===== config.mk =====
export PLATFORM = sky130hd
export DESIGN_NAME = cen_scheduler_flat
export DESIGN_NICKNAME = d
export VERILOG_FILES = /design/src/rtl/cen_scheduler_if.sv /design/src/rtl/cen_scheduler.sv /design/src/flat_wrapper.sv
export SDC_FILE = /design/constraint.sdc
export NUM_CORES = 1
export LEC_CHECK = 0
export CAP_MARGIN = 20
export CORE_ASPECT_RATIO = 1.5
export CORE_MARGIN = 2
export CORE_UTILIZATION = 64
export DETAILED_ROUTE_END_ITERATION = 6
export PLACE_DENSITY = 0.87
export SETUP_SLACK_MARGIN = 0.02
export SLEW_MARGIN = 20
export SYNTH_ARGS = -nofsm -noshare
export SYNTH_HDL_FRONTEND = slang
export SYNTH_SLANG_ARGS = --single-unit

===== constraint.sdc =====
create_clock -name clk -period 8.2 [get_ports clk]
set_input_delay 2.05 -clock clk [delete_from_list [all_inputs] [get_ports clk]]
set_output_delay 2.05 -clock clk [all_outputs]
set_load 0.1 [all_outputs]

===== src/rtl/cen_scheduler_if.sv =====
// Bundle of the configuration, pause/step and enable signals of cen_scheduler.
// The master side drives requests; the slave side is the scheduler.
interface cen_scheduler_if #(
    parameter int WIDTH = 16
);
    logic [WIDTH-1:0] cfg_num;
    logic [WIDTH-1:0] cfg_den;
    logic             cfg_valid;
    logic             cfg_ready;
    logic             cfg_err;
    logic             pause_req;
    logic             pause_ack;
    logic             step;
    logic             cen;

    modport master (
        output cfg_num, cfg_den, cfg_valid, pause_req, step,
        input  cfg_ready, cfg_err, pause_ack, cen
    );

    modport slave (
        input  cfg_num, cfg_den, cfg_valid, pause_req, step,
        output cfg_ready, cfg_err, pause_ack, cen
    );
endinterface


===== src/rtl/cen_scheduler.sv =====
// Fractional clock-enable scheduler: NUM enables per DEN clk cycles via an
// accumulator, with run-time ratio reload, phase-aligned pause and single-step.
//
// state    | meaning
// ---------+-----------------------------------------------------------
// S_RUN    | accumulate every cycle, config accepted
// S_DRAIN  | pause requested, accumulate until the next enable completes
// S_PAUSED | accumulator held, no enables, config accepted
// S_STEP   | accumulate until exactly one enable has been issued
module cen_scheduler #(
    parameter int WIDTH    = 16,
    parameter int NUM_INIT = 1,
    parameter int DEN_INIT = 4
) (
    input logic             clk,
    input logic             rst_n,
    cen_scheduler_if.slave  bus
);

    typedef enum logic [1:0] {
        S_RUN    = 2'd0,
        S_DRAIN  = 2'd1,
        S_PAUSED = 2'd2,
        S_STEP   = 2'd3
    } state_t;

    state_t           r_state;
    state_t           w_next;
    logic [WIDTH-1:0] r_num;
    logic [WIDTH-1:0] r_den;
    logic [WIDTH-1:0] r_acc;
    logic             r_cen;
    logic             r_pause_ack;
    logic             r_cfg_err;

    logic [WIDTH:0]   w_sum;
    logic             w_fire;
    logic [WIDTH-1:0] w_acc_nxt;
    logic             w_cfg_ready;
    logic             w_cfg_hs;
    logic             w_cfg_ok;

    // acc < den and num <= den, so the wrapped WIDTH-bit subtraction is exact
    assign w_sum     = {1'b0, r_acc} + {1'b0, r_num};
    assign w_fire    = (w_sum >= {1'b0, r_den});
    assign w_acc_nxt = w_fire ? (r_acc + r_num - r_den) : w_sum[WIDTH-1:0];

    assign w_cfg_ready = (r_state == S_RUN) || (r_state == S_PAUSED);
    assign w_cfg_hs    = bus.cfg_valid && w_cfg_ready;
    assign w_cfg_ok    = (bus.cfg_num != '0) && (bus.cfg_num <= bus.cfg_den);

    always_comb begin
        w_next = r_state;
        case (r_state)
            S_RUN: begin
                if (bus.pause_req) w_next = S_DRAIN;
            end
            S_DRAIN: begin
                if (!bus.pause_req) w_next = S_RUN;
                else if (w_fire)    w_next = S_PAUSED;
            end
            S_PAUSED: begin
                // dropping pause_req wins over a simultaneous step
                if (!bus.pause_req) w_next = S_RUN;
                else if (bus.step)  w_next = S_STEP;
            end
            S_STEP: begin
                if (w_fire) w_next = bus.pause_req ? S_PAUSED : S_RUN;
            end
            default: w_next = S_RUN;
        endcase
    end

    always_ff @(posedge clk or negedge rst_n) begin
        if (!rst_n) begin
            r_state     <= S_RUN;
            r_num       <= WIDTH'(NUM_INIT);
            r_den       <= WIDTH'(DEN_INIT);
            r_acc       <= '0;
            r_cen       <= 1'b0;
            r_pause_ack <= 1'b0;
            r_cfg_err   <= 1'b0;
        end else begin
            r_state     <= w_next;
            // ack rises one cycle after the final enable and drops as soon as we leave
            r_pause_ack <= (r_state == S_PAUSED) && (w_next == S_PAUSED);
            r_cfg_err   <= w_cfg_hs && !w_cfg_ok;
            if (w_cfg_hs && w_cfg_ok) begin
                r_num <= bus.cfg_num;
                r_den <= bus.cfg_den;
                r_acc <= '0;
                r_cen <= 1'b0;
            end else if (r_state != S_PAUSED) begin
                r_acc <= w_acc_nxt;
                r_cen <= w_fire;
            end else begin
                r_cen <= 1'b0;
            end
        end
    end

    assign bus.cfg_ready = w_cfg_ready;
    assign bus.cfg_err   = r_cfg_err;
    assign bus.pause_ack = r_pause_ack;
    assign bus.cen       = r_cen;

endmodule


===== src/flat_wrapper.sv =====
// flat-port wrapper written by rule: the top's interface ports become plain ports
module cen_scheduler_flat 
#(
    parameter int WIDTH    = 16,
    parameter int NUM_INIT = 1,
    parameter int DEN_INIT = 4
)
  (clk, rst_n, bus_cfg_num, bus_cfg_den, bus_cfg_valid, bus_pause_req, bus_step, bus_cfg_ready, bus_cfg_err, bus_pause_ack, bus_cen);
  cen_scheduler_if #(.WIDTH(WIDTH)) bus_i ();
  input logic clk;
  input logic rst_n;
  input wire logic [$bits(bus_i.cfg_num)-1:0] bus_cfg_num;
  input wire logic [$bits(bus_i.cfg_den)-1:0] bus_cfg_den;
  input wire logic [$bits(bus_i.cfg_valid)-1:0] bus_cfg_valid;
  input wire logic [$bits(bus_i.pause_req)-1:0] bus_pause_req;
  input wire logic [$bits(bus_i.step)-1:0] bus_step;
  output wire logic [$bits(bus_i.cfg_ready)-1:0] bus_cfg_ready;
  output wire logic [$bits(bus_i.cfg_err)-1:0] bus_cfg_err;
  output wire logic [$bits(bus_i.pause_ack)-1:0] bus_pause_ack;
  output wire logic [$bits(bus_i.cen)-1:0] bus_cen;
  assign bus_i.cfg_num = bus_cfg_num;
  assign bus_i.cfg_den = bus_cfg_den;
  assign bus_i.cfg_valid = bus_cfg_valid;
  assign bus_i.pause_req = bus_pause_req;
  assign bus_i.step = bus_step;
  assign bus_cfg_ready = bus_i.cfg_ready;
  assign bus_cfg_err = bus_i.cfg_err;
  assign bus_pause_ack = bus_i.pause_ack;
  assign bus_cen = bus_i.cen;
  cen_scheduler #(.WIDTH(WIDTH), .NUM_INIT(NUM_INIT), .DEN_INIT(DEN_INIT)) u_core (.clk(clk), .rst_n(rst_n), .bus(bus_i));
endmodule

After elaboration in Yosys (flattened, before gate mapping) --
Index checks and enable logic that the tools add are counted.
Storage, ports and cells: flip-flop bits (word level) 53, input bits 37, output and inout port bits 4, logic and storage cells 40
Operators by class: add/sub/neg operators 3, order comparisons 2, equal/unequal tests 5, muxes and demuxes 13, reduce and logical (&&, ||, !) cells 10
Operators with widths (number):
- $mux W16 | 3
- $add A16 B16 Y17 | 1
- $ge A17 B16 Y1 | 1
- $add A16 B16 Y16 | 1
- $le A16 B16 Y1 | 1
- $reduce_bool A16 Y1 | 1
- $sub A16 B16 Y16 | 1
- $mux W2 | 7
- $pmux W2 S4 | 1
- $eq A2 B2 Y1 const B | 3
- $logic_and A1 B1 Y1 | 5
- $eq A2 B1 Y1 const B | 1
- $logic_not A2 Y1 | 1
- $mux W1 | 2
- $ne A2 B2 Y1 const B | 1
- $reduce_bool A2 Y1 | 1
- $logic_not A1 Y1 | 1
- $logic_or A1 B1 Y1 | 1

Logic depth before layout (Yosys ltp) --
Gate-level depths: netlist of run 1.
word-level depth 7, depth in mapped cells 19, depth with buffers taken out 18

Worst setup path before layout of run 1 --
Ideal clock, no wire load.
path type input to register, start input port bus_cfg_den[13], end register u_core.r_acc[10], library setup time 0.130 ns, data arrival time 4.016 ns, required time 8.070 ns, path slack 4.054 ns, stages on the path 12, buffers on the path 2, path through inv_1 ha_1 a21o_1 a21o_1 a21oi_1 o21ai_0 o31ai_1 and2_1 buf_2 nor2_1 buf_2 o2bb2ai_1
Between the ends: longest elaborated chain between the ends 4, elaborated cells between the ends (all ways) 5, classes of those cells 1 x order compare; 1 x mux; 3 x reduce/logical
RTL lines:
- start, declared | RTL line flat_wrapper.sv:13 | input wire logic [$bits(bus_i.cfg_den)-1:0] bus_cfg_den;
- $le A16 B16 Y1 * | RTL line cen_scheduler.sv:50 | assign w_cfg_ok = (bus.cfg_num != '0) && (bus.cfg_num <= bus.cfg_den);
- $logic_and A1 B1 Y1 * | RTL line cen_scheduler.sv:50
- $logic_and A1 B1 Y1 * | RTL line cen_scheduler.sv:88 | if (w_cfg_hs && w_cfg_ok) begin
- $mux W16 or $reduce_bool A2 Y1 (tied branches)
- end signal, assigned | RTL line cen_scheduler.sv:94 | r_acc <= w_acc_nxt;
- end, declared | RTL line cen_scheduler.sv:31 | logic [WIDTH-1:0] r_acc;
Mark *: on every way between the ends. The rest lies on a longest branch, timed or not. A chain may end at the register's enable or synchronous reset.

Worst setup path in the final report of run 1 --
start input port bus_cfg_den[5], end register u_core.r_acc[10]
Same word-level chain as after synthesis.

==> flow_metrics.py, run 1 <==
metrics = {
    "critical_path": {
        "worst_path_max_delay_cell": "and2_2",
        "end_kind": "register",
        "cpMostUsedCell": "a21o_1",
        "crit_fanout": 63,
        "crit_chain": "clkdlybuf4s50_1, inv_1, ha_1, a21o_1, a21o_1, a21oi_1, o21ai_0, o31ai_1, and2_2, nor2_2, o2bb2ai_1",
        "slowest_delay_ps": 930,
        "critPathArrivalTime_ps": 5560,
        "crit_required_ps": 8390,
        "worst-setup-path-type": "input pin to register",
        "cp-start-kind": "input pin",
    },
    "sta": {
        "slew_headroom": 0.315,
        "setup_violations": 0,
        "clock.fmax_mhz": 186,
        "clock_skew_ps": 6.37,
        "min_period_ps": 5370,
        "tightest_slew_ps": 1030,
        "rsz0062_at_grt": "no",
        "min_period_over_period": 0.655,
        "finalHoldViolations": 0,
        "setup-tns-final_ps": 0,
        "maxSlewViolCount": 0,
    },
    "route": {
        "drtIter0Drc": 299,
        "wl_per_cell_um": 16.9,
        "routed_wl_mm": 11.7,
        "vias": 4176,
        "viasPerCell": 6.04,
        "firstDrtPassIters": 5,
        "route.detailed.drc": 0,
        "ant_nets": 0,
    },
    "synth": {
        "synth_seq_area_share": 0.279,
        "synth.most_common_cell": "inv_1",
        "syn_inst": 552,
        "synth_commonest_cells": "101 x inv_1, 64 x ha_1, 51 x dfrtp_1",
        "avgSynthCellArea_sq_um": 8.63,
        "ys_warn_count": 0,
        "yosysTopAreaCellShare": 0.268,
        "yosysUniqueCellTypes": 55,
        "yosys-top-cells-area": "dfrtp_1 27%, ha_1 17%, inv_1 8.0%",
        "syn_nets": 669,
        "synth_edf_count": 0,
        "yosys_register_bits": 53,
        "async_flop_share": 1.00,
        "yosysTopAreaCell": "dfrtp_1",
        "syn-cell-area_sq_um": 4760,
        "synth_top_flop_cell": "dfrtp_1",
    },
    "placed_design": {
        "gp_congestion": 0.890,
        "numPortBuffers": 40,
        "post-dp-hpwl_mm": 9.24,
    },
    "layout": {
        "syn2layout_area_growth_pct": 12.5,
        "final_nets": 707,
        "antenna_cells": 0,
        "drive_above_1_share": 0.0474,
        "nFillCells": 598,
    },
    "die": {
        "ios": 41,
        "die_h_um": 110,
        "start_util": 0.659,
        "rows": 38,
        "die_w_um": 74.4,
        "dieArea_sq_um": 8160,
        "core-area_sq_um": 7230,
    },
    "cts": {
        "cts_buffers": 5,
        "root_buffer": "clkbuf_8",
        "cts_tree": "built",
        "cts_hold_buf": 0,
        "postCtsSetupBuffers": 0,
        "clk_pin_slew_ps": 100,
        "cts_resized": 0,
        "htreeDepth": 2,
        "clock_sinks": 53,
        "clock_latency_ps": 330,
        "cts_buffer_depth": 2,
    },
    "global_route": {
        "grt_pass1_wl_mm": 19.4,
        "antenna_found_initial": 0,
        "grt_pass1_vias": 4312,
        "track_usage": 0.311,
        "grt_max_degree": 64,
        "overflow": 0,
    },
    "status": {
        "status": "completed",
    },
    "hold_path": {
        "holdCritPathClass": "register to register",
    },
    "run": {
        "maxCapViolCount": 0,
    },
}
-- flip-flops by register name, indices dropped and copies added, names as in the netlist --
name                  flops
u_core.bus.cfg_err        1
u_core.r_state            2
u_core.bus.pause_ack      1
u_core.r_den             16
u_core.bus.cen            1
u_core.r_num             16
u_core.r_acc             16
-- path summary, 6_finish.rpt --
check / depth (start not counted) / startpoint / slack (ps) / endpoint
max: 11 / bus_cfg_den[5] / 2830 / u_core.r_acc[10]
min: 2 / u_core.r_num[0] / 540 / u_core.r_num[0]
max reg2reg: 19 / u_core.r_num[0] / 3670 / u_core.r_acc[15]
min reg2reg: 2 / u_core.r_num[0] / 540 / u_core.r_num[0]
max in group asynchronous: 2 / rst_n / 5900 / u_core.r_den[6]
min in group asynchronous: 2 / rst_n / 1830 / u_core.r_den[14]
-- critical path: cells and delay by family --
| family | cells | cell delay (ps) |
|---|---|---|
| compound gates | 6 | 1370 |
| fa+ha+maj | 1 | 300 |
| buf+inv | 2 | 530 |
| simple gates | 2 | 1300 |
-- logic make-up after synthesis --
family,share of synthesized area
AO/OA/AOI/OAI,0.211
XOR/XNOR,0.0478
adder cells (fa/ha/maj),0.235
buffers and inverters,0.0919
flip-flops,0.279
multiplexers,0.0194
AND/OR/NAND/NOR,0.115
-- placed cells by master, fill, tap and decap left out, drive strengths merged, types with 9 or more instances in the layout --
cell	instances
a211oi	10
a21o	14
a21oi	40
clkdlybuf4s50	39
dfrtp	51
fa	16
ha	64
inv	101
nand2	46
nand4	9
nor2	27
o21ai	45
o2bb2ai	15
xnor2	19
-- through the flow --
stage               std cells   util  hold WS [ps]  setup slack, ps  area (sq um)
floorplan                 552      -           484             4050          4760
global placement          683  0.725           502             2470          5240
detailed placement        683  0.725           516             2320          5240
CTS                       691  0.741           540             2660          5360
global route              691  0.742           552             2420          5360
finish                    691  0.742           539             2830          5360
-- final cells by class --
type | instances | area [sq um] | area share
clock inverters | 3 | 46.3 | 0.00864
flip-flops and latches | 53 | 1330 | 0.248
well taps | 100 | 125 | 0.0233
repair buffers | 42 | 410 | 0.0766
multi-input cells | 387 | 3000 | 0.560
inverters | 101 | 379 | 0.0707
clock buffers | 5 | 68.8 | 0.0128
-- metal layers --
layer	vias up	global-route usage	wire, um
met3	51	0.0486	563
met1	2016	0.351	4360
met2	144	0.556	6150
met4	0	0.152	627
met5	-	0	0
li1	1965	-	-
Power of run 1 is not shown: default switching activity piles up to over one toggle a cycle in this logic, so the estimate is an artifact.
==> inputs of run 2 (changes only) <==
--- a/config.mk
+++ b/config.mk
@@ -8,9 +8,9 @@
 export CAP_MARGIN = 20
 export CORE_ASPECT_RATIO = 1.5
 export CORE_MARGIN = 2
-export CORE_UTILIZATION = 64
+export CORE_UTILIZATION = 59
 export DETAILED_ROUTE_END_ITERATION = 6
-export PLACE_DENSITY = 0.87
+export PLACE_DENSITY = 0.81
 export SETUP_SLACK_MARGIN = 0.02
 export SLEW_MARGIN = 20
 export SYNTH_ARGS = -nofsm -noshare
==> constraint.sdc (replaced) <==
create_clock -name clk -period 5 [get_ports clk]
set_input_delay 1.25 -clock clk [delete_from_list [all_inputs] [get_ports clk]]
set_output_delay 1.25 -clock clk [all_outputs]
set_load 0.1 [all_outputs]
==> run 2 against run 1 <==
Compared with the run above: clock skew rose by 2.0 ps; critical path depth increased by 8; core utilization decreased by 5.6 points; cell count rose by 1.3%; via count down 1.7%; largest cell class unchanged; highest routed layer unchanged.
==> flow_metrics.py, run 2 (synthesized netlist as in run 1, its figures left out) <==
metrics = {
    "layout": {
        "final-instance-count-excl-fill": 700,
        "multi_input_area_sq_um": 3000,
        "final_nets": 711,
        "largestRegisters": "u_core.r_acc (16), u_core.r_den (16), u_core.r_num (16)",
        "nFillCells": 677,
        "final_area_sq_um": 5420,
        "antenna_cells": 0,
        "final-seq-area_sq_um": 1330,
        "syn2layout_area_growth_pct": 13.9,
        "layout_common_cells": "101 x inv_1, 64 x ha_1, 51 x dfrtp_1",
        "drive_above_1_share": 0.0487,
        "final_common_cell": "inv_1",
    },
    "critical_path": {
        "worst_path_max_delay_cell": "dfstp_2",
        "cpLargestDelayFamily": "compound AO/OA/AOI/OAI gates",
        "end_kind": "register",
        "cp-start-kind": "register",
        "crit_fanout": 14,
        "path_buf_inv": 2,
        "critPathArrivalTime_ps": 4740,
        "r2r_end": "u_core.r_acc[15]",
        "reg2reg_from": "u_core.r_num[0]",
        "worst-r2r-cell-count": 19,
        "slowest_delay_ps": 530,
        "crit_chain": "ha_1, inv_1, fa_1, nor2b_1, o31ai_1, a211o_2, a31oi_1, o31ai_1, xnor2_1, ha_1, a211oi_1, o21ai_0, a21oi_1, o41ai_1, a211oi_4, buf_4, a211oi_2, a32o_1, a31o_1",
        "worst-setup-path-type": "register to register",
        "r2r_slack_ps": 440,
        "crit_required_ps": 5180,
        "path_depth": 19,
    },
    "route": {
        "routed_wl_mm": 11.6,
        "ant_nets": 0,
        "vias": 4107,
        "drtIter0Drc": 250,
        "firstDrtPassIters": 5,
        "route.detailed.drc": 0,
        "viasPerCell": 5.87,
        "wl_per_cell_um": 16.6,
    },
    "cts": {
        "postCtsSetupBuffers": 0,
        "htreeDepth": 2,
        "clock_latency_ps": 290,
        "clk_pin_slew_ps": 70,
        "root_buffer": "clkbuf_16",
        "cts_tree": "built",
        "cts_buffer_depth": 2,
        "cts_hold_buf": 0,
        "cts_resized": 0,
        "cts_buffers": 5,
        "clock_sinks": 53,
    },
    "sta": {
        "slew_headroom": 0.317,
        "tightest_slew_ps": 1020,
        "min_period_ps": 4560,
        "min_period_over_period": 0.912,
        "clock_skew_ps": 8.37,
        "clock.fmax_mhz": 219,
        "rsz0062_at_grt": "no",
        "finalHoldViolations": 0,
        "setup_violations": 0,
        "setup-tns-final_ps": 0,
        "maxSlewViolCount": 0,
    },
    "hold_path": {
        "holdCritPathClass": "register to register",
        "min_to": "u_core.r_acc[4]",
        "whs_path_depth": 1,
        "min-delay-start": "u_core.r_acc[4]",
    },
    "status": {
        "status": "completed",
    },
    "placed_design": {
        "numPortBuffers": 40,
        "post-dp-hpwl_mm": 9.28,
        "gp_congestion": 0.946,
        "place_area_sq_um": 5280,
        "dp_cells": 692,
    },
    "die": {
        "rows": 40,
        "dieArea_sq_um": 8820,
        "die_h_um": 114,
        "core-area_sq_um": 7910,
        "start_util": 0.602,
        "die_w_um": 77.4,
        "ios": 41,
    },
    "global_route": {
        "track_usage": 0.284,
        "antenna_found_initial": 0,
        "overflow": 0,
        "grt_pass1_vias": 4270,
        "grt_pass1_wl_mm": 19.9,
        "grt_max_degree": 54,
    },
    "run": {
        "maxCapViolCount": 0,
    },
}
==> run 2: cell types whose count changed in the layout (fill, tap and decap cells not counted), sizes merged <==
cell      previous run  this run
bufinv               1         0
clkinv               1         0
clkbuf               5         8
clkinvlp             1         0
buf                  3         7
==> run 2: worst register-to-register path: cells and delay by family (launching register included) <==
kind                       cells  cell delay, ps
AOI/OAI and AO/OA             12            2380
and+or+nand+nor                1             250
DFF                            1             530
adders and majority gates      3             790
xor gates and xnor gates       1             170
buffers and inverters          2             330
==> run 2: how the worst max path moves through the flow <==
stage	start	to	slack (ps)
after floorplan	u_core.r_num[0]	u_core.r_acc[15]	1230
after global placement	u_core.r_num[0]	u_core.r_acc[15]	670
after detailed placement	u_core.r_num[0]	u_core.r_acc[15]	560
after CTS	u_core.r_num[0]	u_core.r_acc[15]	530
after global routing	u_core.r_num[0]	u_core.r_acc[15]	230
final	u_core.r_num[0]	u_core.r_acc[15]	440
==> run 2: stage by stage <==
| step | util | setup WS, ps | hold WS [ps] |
|---|---|---|---|
| after floorplan | - | 1230 | 484 |
| after global placement | 0.667 | 665 | 504 |
| after detailed placement | 0.667 | 560 | 515 |
| after CTS | 0.686 | 531 | 531 |
| after global routing | 0.686 | 234 | 550 |
| final | 0.686 | 438 | 526 |
==> run 2: area by class of cell <==
type,instances,share of cell area
inverters,101,0.0699
flip-flops and latches,53,0.245
repair buffers,46,0.0812
multi-input cells,387,0.553
well taps,105,0.0242
clock buffers,8,0.0270
==> run 2: metal layers <==
layer / up-vias / part of all wire / global-route usage
met4: 0 / 0.039 / 0.123
met2: 92 / 0.54 / 0.530
li1: 1975 / - / -
met5: - / 0 / 0
met1: 2004 / 0.39 / 0.327
met3: 36 / 0.027 / 0.0293
Power of run 2 is left out for the same reason.
==> inputs of run 3 (changes only) <==
--- a/config.mk
+++ b/config.mk
@@ -5,7 +5,6 @@
 export SDC_FILE = /design/constraint.sdc
 export NUM_CORES = 1
 export LEC_CHECK = 0
-export CAP_MARGIN = 20
 export CORE_ASPECT_RATIO = 1.5
 export CORE_MARGIN = 2
 export CORE_UTILIZATION = 59
==> constraint.sdc (replaced) <==
create_clock -name clk -period 4.65 [get_ports clk]
set_input_delay 1.1625 -clock clk [delete_from_list [all_inputs] [get_ports clk]]
set_output_delay 1.1625 -clock clk [all_outputs]
set_load 0.1 [all_outputs]
==> run 3 against run 2 <==
Compared with the run above: cell count rose by 0.29%; core utilization rose by 0.11 points; critical path depth did not move; routed wire length fell by 0.66%; cell area rose by 0.16%; critical endpoint unchanged.
==> flow_metrics.py, run 3 (synthesized netlist as in run 1, its figures left out) <==
metrics = {
    "status": {
        "status": "completed",
    },
    "sta": {
        "rsz0062_at_grt": "no",
        "clock_skew_ps": 8.66,
        "maxSlewViolCount": 0,
        "clock.fmax_mhz": 242,
        "tightest_slew_ps": 995,
        "setup_violations": 0,
        "min_period_over_period": 0.889,
        "slew_headroom": 0.335,
        "min_period_ps": 4140,
        "setup-tns-final_ps": 0,
        "finalHoldViolations": 0,
    },
    "die": {
        "start_util": 0.602,
        "die_h_um": 114,
        "dieArea_sq_um": 8820,
        "rows": 40,
        "ios": 41,
        "die_w_um": 77.4,
        "core-area_sq_um": 7910,
    },
    "run": {
        "maxCapViolCount": 0,
    },
    "cts": {
        "postCtsSetupBuffers": 0,
        "root_buffer": "clkbuf_16",
        "cts_resized": 0,
        "clock_latency_ps": 300,
        "cts_buffers": 5,
        "clk_pin_slew_ps": 70,
        "clock_sinks": 53,
        "htreeDepth": 2,
        "cts_hold_buf": 0,
        "cts_tree": "built",
        "cts_buffer_depth": 2,
    },
    "critical_path": {
        "worst-setup-path-type": "register to register",
        "critPathArrivalTime_ps": 4330,
        "cp-start-kind": "register",
        "crit_fanout": 7,
        "crit_required_ps": 4840,
        "end_kind": "register",
    },
    "layout": {
        "layout_common_cells": "101 x inv_1, 64 x ha_1, 51 x dfrtp_1",
        "final_nets": 713,
        "antenna_cells": 0,
        "syn2layout_area_growth_pct": 14.1,
        "largestRegisters": "u_core.r_acc (16), u_core.r_den (16), u_core.r_num (16)",
        "nFillCells": 678,
        "final_common_cell": "inv_1",
        "drive_above_1_share": 0.0519,
    },
    "global_route": {
        "grt_max_degree": 54,
        "grt_pass1_wl_mm": 18.9,
        "grt_pass1_vias": 4110,
        "overflow": 0,
        "track_usage": 0.275,
        "antenna_found_initial": 0,
    },
    "route": {
        "wl_met3_um": 264,
        "firstDrtPassIters": 4,
        "vias": 3996,
        "wl_per_cell_um": 16.4,
        "route.met2.wl_mm": 6.14,
        "viasPerCell": 5.69,
        "top_layer": "met4",
        "drtIter0Drc": 233,
        "ant_nets": 0,
        "routed_wl_mm": 11.5,
        "route.detailed.drc": 0,
        "drt-met1-wl_mm": 4.65,
    },
    "placed_design": {
        "gp_congestion": 0.927,
        "numPortBuffers": 40,
        "post-dp-hpwl_mm": 9.38,
    },
    "hold_path": {
        "holdCritPathClass": "register to register",
    },
}
==> run 3: layout make-up <==
type | instances | area [sq um] | share of cell area
flip-flops and latches | 53 | 1330 | 0.245
repair buffers | 48 | 455 | 0.0838
clock buffers | 7 | 133 | 0.0244
inverters | 101 | 379 | 0.0698
clock inverters | 1 | 7.51 | 0.00138
well taps | 105 | 131 | 0.0242
multi-input cells | 387 | 3000 | 0.552
==> run 3: stage by stage <==
stage | instance area [sq um] | hold WS (ps) | util | std cells | setup slack, ps
floorplan | 4760 | 484 | - | 552 | 884
finish | 5430 | 531 | 0.687 | 702 | 515
global route | 5430 | 548 | 0.687 | 702 | 205
CTS | 5430 | 530 | 0.687 | 702 | 534
global placement | 5290 | 505 | 0.669 | 694 | 488
detailed placement | 5290 | 515 | 0.669 | 694 | 432
==> run 3: critical path, cell delays in order (launching register included) <==
cell and delay [ps]:
dfstp_2 530, ha_1 180, inv_1 60, fa_1 400, nor2b_1 200, o31ai_1 110, a211o_2 340, a31oi_1 230
o31ai_1 120, xnor2_1 160, ha_1 200, a211oi_1 190, o21ai_0 110, a21oi_1 130, o41ai_1 130, a211oi_4 260
buf_4 200, a211oi_2 60, a32o_1 230, a31o_1 180
==> run 3: layer usage <==
metal	vias up	global-route usage
met2	76	0.511
met4	0	0.137
met3	30	0.0364
met5	-	0
li1	1976	-
met1	1914	0.304
==> run 3: worst paths after layout <==
kind | depth (start not counted) | endpoint | startpoint | slack (ps)
max in group asynchronous | 2 | u_core.r_num[8] | rst_n | 3190
max | 19 | u_core.r_acc[15] | u_core.r_num[0] | 510
max reg2reg | 19 | u_core.r_acc[15] | u_core.r_num[0] | 510
min reg2reg | 1 | u_core.r_acc[1] | u_core.r_acc[1] | 530
min | 1 | u_core.r_acc[1] | u_core.r_acc[1] | 530
min in group asynchronous | 2 | u_core.r_acc[2] | rst_n | 970
Power of run 3 is left out for the same reason.
